### src/rtl/lcd_if_pkg.sv
// Shared types, LCD command bytes and default timing for the character-LCD interface.
// Timing values are in clk cycles at 50 MHz.
package lcd_if_pkg;

    typedef enum logic [3:0] {
        POWERON, INIT_3A, INIT_3B, INIT_3C, INIT_2,
        CFG, ADDR1, LINE1, ADDR2, LINE2
    } state_t;

    // Sub-steps of one transfer inside a sequencer state.
    typedef enum logic [2:0] {
        PH_HI, PH_HI_BUSY, PH_GAP, PH_LO, PH_LO_BUSY, PH_WAIT
    } phase_t;

    typedef enum logic [1:0] {
        TX_IDLE, TX_SETUP, TX_PULSE, TX_HOLD
    } tx_state_t;

    localparam logic [7:0] FUNC_SET = 8'h28;
    localparam logic [7:0] ENTRY    = 8'h06;
    localparam logic [7:0] DISP_ON  = 8'h0C;
    localparam logic [7:0] CLEAR    = 8'h01;
    localparam logic [7:0] DDRAM_L1 = 8'h80;
    localparam logic [7:0] DDRAM_L2 = 8'hC0;

    localparam int DEF_T_POWERON = 750000;
    localparam int DEF_T_INIT1   = 205000;
    localparam int DEF_T_INIT2   = 5000;
    localparam int DEF_T_CMD     = 2000;
    localparam int DEF_T_CLEAR   = 82000;
    localparam int DEF_T_NIB     = 50;
    localparam int DEF_T_SETUP   = 2;
    localparam int DEF_T_EPULSE  = 12;
    localparam int DEF_T_HOLD    = 1;

    function automatic int max_int(input int a, input int b);
        return (a > b) ? a : b;
    endfunction

endpackage

### src/rtl/lcd_nibble_tx.sv
// Drives one 4-bit nibble onto the LCD bus: setup, E pulse, hold, then a one-cycle done.
// Data and RS are latched on start and held until the next start.
module lcd_nibble_tx
    import lcd_if_pkg::*;
#(
    parameter int T_SETUP  = DEF_T_SETUP,
    parameter int T_EPULSE = DEF_T_EPULSE,
    parameter int T_HOLD   = DEF_T_HOLD
) (
    input  logic       clk,
    input  logic       rst_n,
    input  logic       start,
    input  logic [3:0] nibble,
    input  logic       rs,
    output logic       e,
    output logic [3:0] dataout,
    output logic       lcd_rs,
    output logic       done
);

    localparam int CW = $clog2(max_int(max_int(T_SETUP, T_EPULSE), T_HOLD) + 1);

    tx_state_t     state, state_n;
    logic [CW-1:0] cnt, cnt_n;

    // NOTE: every variable gets a default before the case so no path leaves it unassigned (no latch).
    always_comb begin
        state_n = state;
        cnt_n   = cnt + 1'b1;
        done    = 1'b0;
        case (state)
            TX_IDLE: begin
                cnt_n = '0;
                if (start) state_n = TX_SETUP;
            end
            TX_SETUP: if (cnt == CW'(T_SETUP - 1)) begin
                state_n = TX_PULSE;
                cnt_n   = '0;
            end
            TX_PULSE: if (cnt == CW'(T_EPULSE - 1)) begin
                state_n = TX_HOLD;
                cnt_n   = '0;
            end
            TX_HOLD: if (cnt == CW'(T_HOLD - 1)) begin
                state_n = TX_IDLE;
                cnt_n   = '0;
                done    = 1'b1;
            end
            default: begin
                state_n = TX_IDLE;
                cnt_n   = '0;
            end
        endcase
    end

    // NOTE: sequential state uses non-blocking assignments so all flops update from pre-edge values.
    always_ff @(posedge clk or negedge rst_n) begin
        if (!rst_n) begin
            state   <= TX_IDLE;
            cnt     <= '0;
            dataout <= 4'h0;
            lcd_rs  <= 1'b0;
        end else begin
            state <= state_n;
            cnt   <= cnt_n;
            if (state == TX_IDLE && start) begin
                dataout <= nibble;
                lcd_rs  <= rs;
            end
        end
    end

    // Decoded from the state register so reset drops E without waiting for a clock.
    assign e = (state == TX_PULSE);

endmodule

### src/rtl/lcd_if.sv
// HD44780 4-bit LCD interface: 32-byte display buffer, power-on init and endless
// refresh of both lines from the buffer.
module lcd_if
    import lcd_if_pkg::*;
#(
    parameter int T_POWERON = DEF_T_POWERON,
    parameter int T_INIT1   = DEF_T_INIT1,
    parameter int T_INIT2   = DEF_T_INIT2,
    parameter int T_CMD     = DEF_T_CMD,
    parameter int T_CLEAR   = DEF_T_CLEAR,
    parameter int T_NIB     = DEF_T_NIB,
    parameter int T_SETUP   = DEF_T_SETUP,
    parameter int T_EPULSE  = DEF_T_EPULSE,
    parameter int T_HOLD    = DEF_T_HOLD
) (
    input  logic       clk,
    input  logic       rst_n,
    input  logic [0:7] Din,
    input  logic       W,
    input  logic [5:0] WADD,
    output logic [3:0] dataout,
    output logic [2:0] control
);

    localparam int T_MAX = max_int(max_int(max_int(T_POWERON, T_INIT1), max_int(T_INIT2, T_CMD)),
                                   max_int(T_CLEAR, T_NIB));
    localparam int CNT_W = $clog2(T_MAX + 1);

    logic [7:0]       buffer [32];
    state_t           state, state_n;
    phase_t           phase, phase_n;
    logic [3:0]       idx, idx_n;
    logic [CNT_W-1:0] cnt, cnt_n, wait_limit;
    logic [7:0]       byte_q, cur_byte;
    logic             is_char, nibble_only, latch;
    logic             tx_start, tx_rs, tx_done, lcd_e, lcd_rs;
    logic [3:0]       tx_nibble;

    // NOTE: the buffer must power up as spaces, so it is built from resettable flops, not a RAM.
    always_ff @(posedge clk or negedge rst_n) begin
        if (!rst_n) begin
            for (int i = 0; i < 32; i++) buffer[i] <= 8'h20;
        end else if (W && !WADD[5]) begin
            buffer[WADD[4:0]] <= Din;
        end
    end

    assign is_char     = (state == LINE1) || (state == LINE2);
    assign nibble_only = (state == INIT_3A) || (state == INIT_3B) ||
                         (state == INIT_3C) || (state == INIT_2);

    always_comb begin
        cur_byte = 8'h20;
        case (state)
            INIT_3A, INIT_3B, INIT_3C: cur_byte = 8'h30;
            INIT_2:                    cur_byte = 8'h20;
            CFG: begin
                case (idx[1:0])
                    2'd0:    cur_byte = FUNC_SET;
                    2'd1:    cur_byte = ENTRY;
                    2'd2:    cur_byte = DISP_ON;
                    default: cur_byte = CLEAR;
                endcase
            end
            ADDR1:   cur_byte = DDRAM_L1;
            ADDR2:   cur_byte = DDRAM_L2;
            LINE1:   cur_byte = buffer[{1'b0, idx}];
            LINE2:   cur_byte = buffer[{1'b1, idx}];
            default: cur_byte = 8'h20;
        endcase
    end

    always_comb begin
        case (state)
            POWERON: wait_limit = CNT_W'(T_POWERON);
            INIT_3A: wait_limit = CNT_W'(T_INIT1);
            INIT_3B: wait_limit = CNT_W'(T_INIT2);
            CFG:     wait_limit = (byte_q == CLEAR) ? CNT_W'(T_CLEAR) : CNT_W'(T_CMD);
            default: wait_limit = CNT_W'(T_CMD);
        endcase
    end

    always_comb begin
        state_n   = state;
        phase_n   = phase;
        idx_n     = idx;
        cnt_n     = cnt + 1'b1;
        latch     = 1'b0;
        tx_start  = 1'b0;
        tx_nibble = cur_byte[7:4];
        tx_rs     = is_char;
        case (phase)
            PH_HI: begin
                tx_start = 1'b1;
                latch    = 1'b1;
                cnt_n    = '0;
                phase_n  = PH_HI_BUSY;
            end
            PH_HI_BUSY: begin
                cnt_n = '0;
                if (tx_done) phase_n = nibble_only ? PH_WAIT : PH_GAP;
            end
            PH_GAP: if (cnt == CNT_W'(T_NIB - 1)) begin
                cnt_n   = '0;
                phase_n = PH_LO;
            end
            PH_LO: begin
                tx_start  = 1'b1;
                tx_nibble = byte_q[3:0];
                cnt_n     = '0;
                phase_n   = PH_LO_BUSY;
            end
            PH_LO_BUSY: begin
                cnt_n = '0;
                if (tx_done) phase_n = PH_WAIT;
            end
            PH_WAIT: if (cnt == wait_limit - 1'b1) begin
                cnt_n   = '0;
                phase_n = PH_HI;
                idx_n   = '0;
                case (state)
                    POWERON: state_n = INIT_3A;
                    INIT_3A: state_n = INIT_3B;
                    INIT_3B: state_n = INIT_3C;
                    INIT_3C: state_n = INIT_2;
                    INIT_2:  state_n = CFG;
                    CFG: begin
                        if (idx == 4'd3) state_n = ADDR1;
                        else             idx_n   = idx + 4'd1;
                    end
                    ADDR1: state_n = LINE1;
                    LINE1: begin
                        if (idx == 4'd15) state_n = ADDR2;
                        else              idx_n   = idx + 4'd1;
                    end
                    ADDR2: state_n = LINE2;
                    LINE2: begin
                        if (idx == 4'd15) state_n = ADDR1;
                        else              idx_n   = idx + 4'd1;
                    end
                    default: state_n = POWERON;
                endcase
            end
            default: begin
                cnt_n   = '0;
                phase_n = PH_WAIT;
            end
        endcase
    end

    always_ff @(posedge clk or negedge rst_n) begin
        if (!rst_n) begin
            state  <= POWERON;
            phase  <= PH_WAIT;
            idx    <= '0;
            cnt    <= '0;
            byte_q <= 8'h00;
        end else begin
            state <= state_n;
            phase <= phase_n;
            idx   <= idx_n;
            cnt   <= cnt_n;
            if (latch) byte_q <= cur_byte;
        end
    end

    lcd_nibble_tx #(
        .T_SETUP (T_SETUP),
        .T_EPULSE(T_EPULSE),
        .T_HOLD  (T_HOLD)
    ) u_tx (
        .clk    (clk),
        .rst_n  (rst_n),
        .start  (tx_start),
        .nibble (tx_nibble),
        .rs     (tx_rs),
        .e      (lcd_e),
        .dataout(dataout),
        .lcd_rs (lcd_rs),
        .done   (tx_done)
    );

    assign control = {lcd_e, lcd_rs, 1'b0};

endmodule

### config.mk
export PLATFORM = sky130hd
export DESIGN_NAME = lcd_if
export DESIGN_NICKNAME = d
export VERILOG_FILES = /design/src/rtl/lcd_if_pkg.sv /design/src/rtl/lcd_nibble_tx.sv /design/src/rtl/lcd_if.sv
export SDC_FILE = /design/constraint.sdc
export NUM_CORES = 1
export LEC_CHECK = 0
export BUFFER_PORTS_ARGS = -buffer_cell sky130_fd_sc_hd__buf_2
export CORE_ASPECT_RATIO = 2
export CORE_MARGIN = 2
export CORE_UTILIZATION = 32
export CTS_CLUSTER_DIAMETER = 100
export DETAILED_ROUTE_END_ITERATION = 10
export SLEW_MARGIN = 20
export SYNTH_ARGS = -nofsm -noshare
export SYNTH_HDL_FRONTEND = slang
export SYNTH_HIERARCHICAL = 1
export SYNTH_SLANG_ARGS = --single-unit
export TNS_END_PERCENT = 20
### constraint.sdc
create_clock -name clk -period 3.9 [get_ports clk]
set_clock_uncertainty 0.1 [all_clocks]
set_input_delay 0.39 -clock clk [delete_from_list [all_inputs] [get_ports clk]]
set_output_delay 0.39 -clock clk [all_outputs]
set_load 0.02 [all_outputs]
==> impl_metrics.csv <==
group,metric,value,unit
clocking,cts_buffer_depth,3,
setup_path,path_class,"reg -> reg",
synth,yosys_warnings,6,
clocking,ctsHoldBuffers,1,
setup_path,cpMaxStageDelayCell,"dfrtp_4",
setup_path,worst_r2r_path_depth,8,
sta,rsz0062_at_grt,"no",
floorplanning,dieArea,0.0481,sq mm
synth,synthArstFlopShare,100,%
layout,syn_to_final_growth,11.7,%
global_route,overflow,0,
place,pre_cts_ws,0.758,ns
clocking,cts_setup_buffers,0,
sta,min_period,3.14,ns
detailed_routing,routed_wl,37300,um
global_route,grtUsageTotal,15.9,%
floorplanning,ioPinCount,24,
layout,final_common_cell,"dfrtp_1",
pwr,power_leakage,7.22,nW
status,status,"complete, no violations",
layout,drive_gt1_share,41.6,%
synth,ys_seq_area_share,52.0,%
sta,fin_tns_setup,0,ns
sta,holdWs,0.283,ns
pwr,switching_share,23.0,%
sta,report.final.setup_viol,0,
setup_path,crit_path_max_incr_delay,0.92,ns
pwr,internal-power,5.75,mW
min_path,hold_path.class,"in -> async",
floorplanning,core.rowCount,111,
pwr,power_frac_seq,49.9,%
setup_path,crit_arrival,3.49,ns
floorplanning,die_height,308,um
floorplanning,core_region_area,0.0458,sq mm
pwr,p_switching,1.72,mW
global_route,met3_usage,1.73,%
flow_run,cap_viol_max_count,0,
detailed_routing,drt_iter0_drc,523,
sta,hold_viol,0,
sta,post-route-period-util,80.5,%
clocking,cts_sinks,306,
detailed_routing,vias,8844,
layout,final_cell_mix,"dfrtp_1 (270), mux2_2 (242), mux4_2 (73), nor2_1 (68), nand2_1 (50)",
synth,ys.flop_type,"dfrtp_1",
global_route,grt_max_degree,80,
setup_path,critPathCaptureType,"flop",
global_route,antenna_found_initial,2,
sta,fmax,318,MHz
sta,maxSlewHeadroom,27.8,%
synth,synth_fp_nets,1108,
global_route,grt.busiest_layer,"met2",
detailed_routing,vias_per_cell,5.31,
place,gp_congestion,0.841,
clocking,htreeDepth,1,
sta,worstMarginPinSlew,1.08,ns
sta,post-route-worst-setup-slack,0.759,ns
detailed_routing,dr.pass1.iters,4,
floorplanning,die_w,156,um
clocking,cts_made_buffers,28,
global_route,grt_pass1_vias,9560,
synth,ys_types,69,
layout,final_nets,1110,
pwr,peakVddDrop,0.295,mV
pwr,p_total,7.47,mW
floorplanning,start_util,32.3,%
synth,postSynthCellCount,1075,
synth,ys_ff_latch,306,
setup_path,reg2reg_to,"u_tx/dataout[1]",
clocking,clk_pin_slew,0.07,ns
synth,netlist_area,0.0148,sq mm
layout,postLayoutCellArea,0.0166,sq mm
place,dp_hpwl,26300,um
setup_path,path_cells,"buf_12 > mux4_2 > nor2b_1 > a211oi_1 > a311oi_1 > nor2_1 > a21oi_1 > mux2_2",
global_route,grtUsageMet2,30.8,%
synth,synth_edf_count,0,
global_route,use_met1,16.2,%
clocking,root_buffer,"clkbuf_16",
detailed_routing,drtAntennaViolNets,0,
detailed_routing,drc,0,
setup_path,crit_start,"idx[0]",
detailed_routing,routedWlPerCell,22.4,um
clocking,cts.repair.resized,0,
clocking,insertion_delay,0.56,ns
global_route,grt_pass1_wl,58300,um
pwr,pwr-share-clk,40.7,%
sta,drv_slew,0,
clocking,cts_tree,"built",
pwr,combPwrFrac,9.4,%
synth,syn_avg_cell_area,13.8,sq um
pwr,power_density,451,mW/mm^2
setup_path,endpoint,"u_tx/dataout[1]",
setup_path,r2r_start,"idx[0]",
setup_path,critPathLaunchType,"flop",
place,post_dp_cell_area,0.0155,sq mm
setup_path,crit_required,4.25,ns
place,io_buffers,22,
setup_path,r2r_setup_slack,0.76,ns
setup_path,path_max_fanout,37,
[cells by family after synthesis]
family	count (synthesis)	share of synthesized area [%]
AO/OA/AOI/OAI	85	3.87
XOR/XNOR	26	1.54
adder cells (fa/ha/maj)	16	1.35
buffers and inverters	88	2.63
flip-flops	306	52.0
multiplexers	338	31.3
other	1	0.0253
AND/OR/NAND/NOR	215	7.36
[registers in the layout (all words and copies together) (netlist names)]
name / count
buffer: 256
byte_q: 8
cnt: 20
idx: 4
phase: 3
state: 4
u_tx/cnt: 4
u_tx/dataout: 4
u_tx/lcd_rs: 1
u_tx/state: 2
[routing by layer]
metal	up-vias	routed length, um
met1	4675	13000
met5	-	0
li1	3931	-
met2	153	20900
met3	85	890
met4	0	2480
[worst min path at each step]
stage,startpoint,end,slack [ns]
final,rst_n,buffer[210],0.28
after global routing,rst_n,buffer[218],0.32
after CTS,rst_n,buffer[218],0.31
after detailed placement,rst_n,buffer[218],0.30
after global placement,rst_n,buffer[218],0.29
after floorplan,rst_n,buffer[0],-0.006
[worst max-delay path, delay by kind of cell, from the launching register on]
kind | cells | cell delay [ns]
simple gates | 2 | 0.37
compound gates | 3 | 0.49
flops | 1 | 0.92
mux | 2 | 0.79
buf+inv | 1 | 0.31
[Yosys cell counts, types with 8 or more instances]
| master | instances | area, sq um |
|---|---|---|
| ha_1 | 16 | 200 |
| a22oi_1 | 10 | 75.1 |
| a21oi_1 | 24 | 120 |
| nor2_1 | 68 | 255 |
| nor2b_1 | 8 | 50.1 |
| nand2_1 | 50 | 188 |
| and3_1 | 8 | 50.1 |
| nand3_1 | 15 | 75.1 |
| xnor2_1 | 10 | 87.6 |
| clkbuf_1 | 48 | 180 |
| mux4_2 | 73 | 1640 |
| dfstp_2 | 34 | 893 |
| xor2_1 | 16 | 140 |
| mux2_2 | 242 | 2730 |
| o21ai_1 | 10 | 50.1 |
| buf_2 | 11 | 55.1 |
| dfrtp_1 | 272 | 6810 |
| nor3_1 | 11 | 55.1 |
| inv_1 | 17 | 63.8 |
| mux2_1 | 19 | 214 |
[area by class of cell]
| class | instances | area (sq um) |
|---|---|---|
| clock inverter | 13 | 204 |
| fill | 4380 | 29300 |
| multi-input combinational | 681 | 6730 |
| sequential | 306 | 7700 |
| clock buffer | 39 | 813 |
| tap | 565 | 707 |
| timing repair buffer | 43 | 330 |
| antenna | 2 | 5.00 |
| inverter | 17 | 63.8 |
[power groups by stage]
stage / clock [mW] / sequential [mW] / combinational, mW
after floorplan: 0 / 3.72 / 0.499
after global placement: 0 / 3.77 / 0.692
after detailed placement: 0 / 3.79 / 0.717
after CTS: 3.12 / 3.73 / 0.719
after global routing: 3.26 / 3.77 / 0.763
final: 3.04 / 3.73 / 0.704
[per-stage QoR]
stage	utilization, %	instances
finish	36.1	1666
global route	36.1	1666
CTS	36.1	1664
detailed placement	33.9	1611
global placement	33.9	1611
floorplan	-	1075
(Power assumes the default switching activity.)
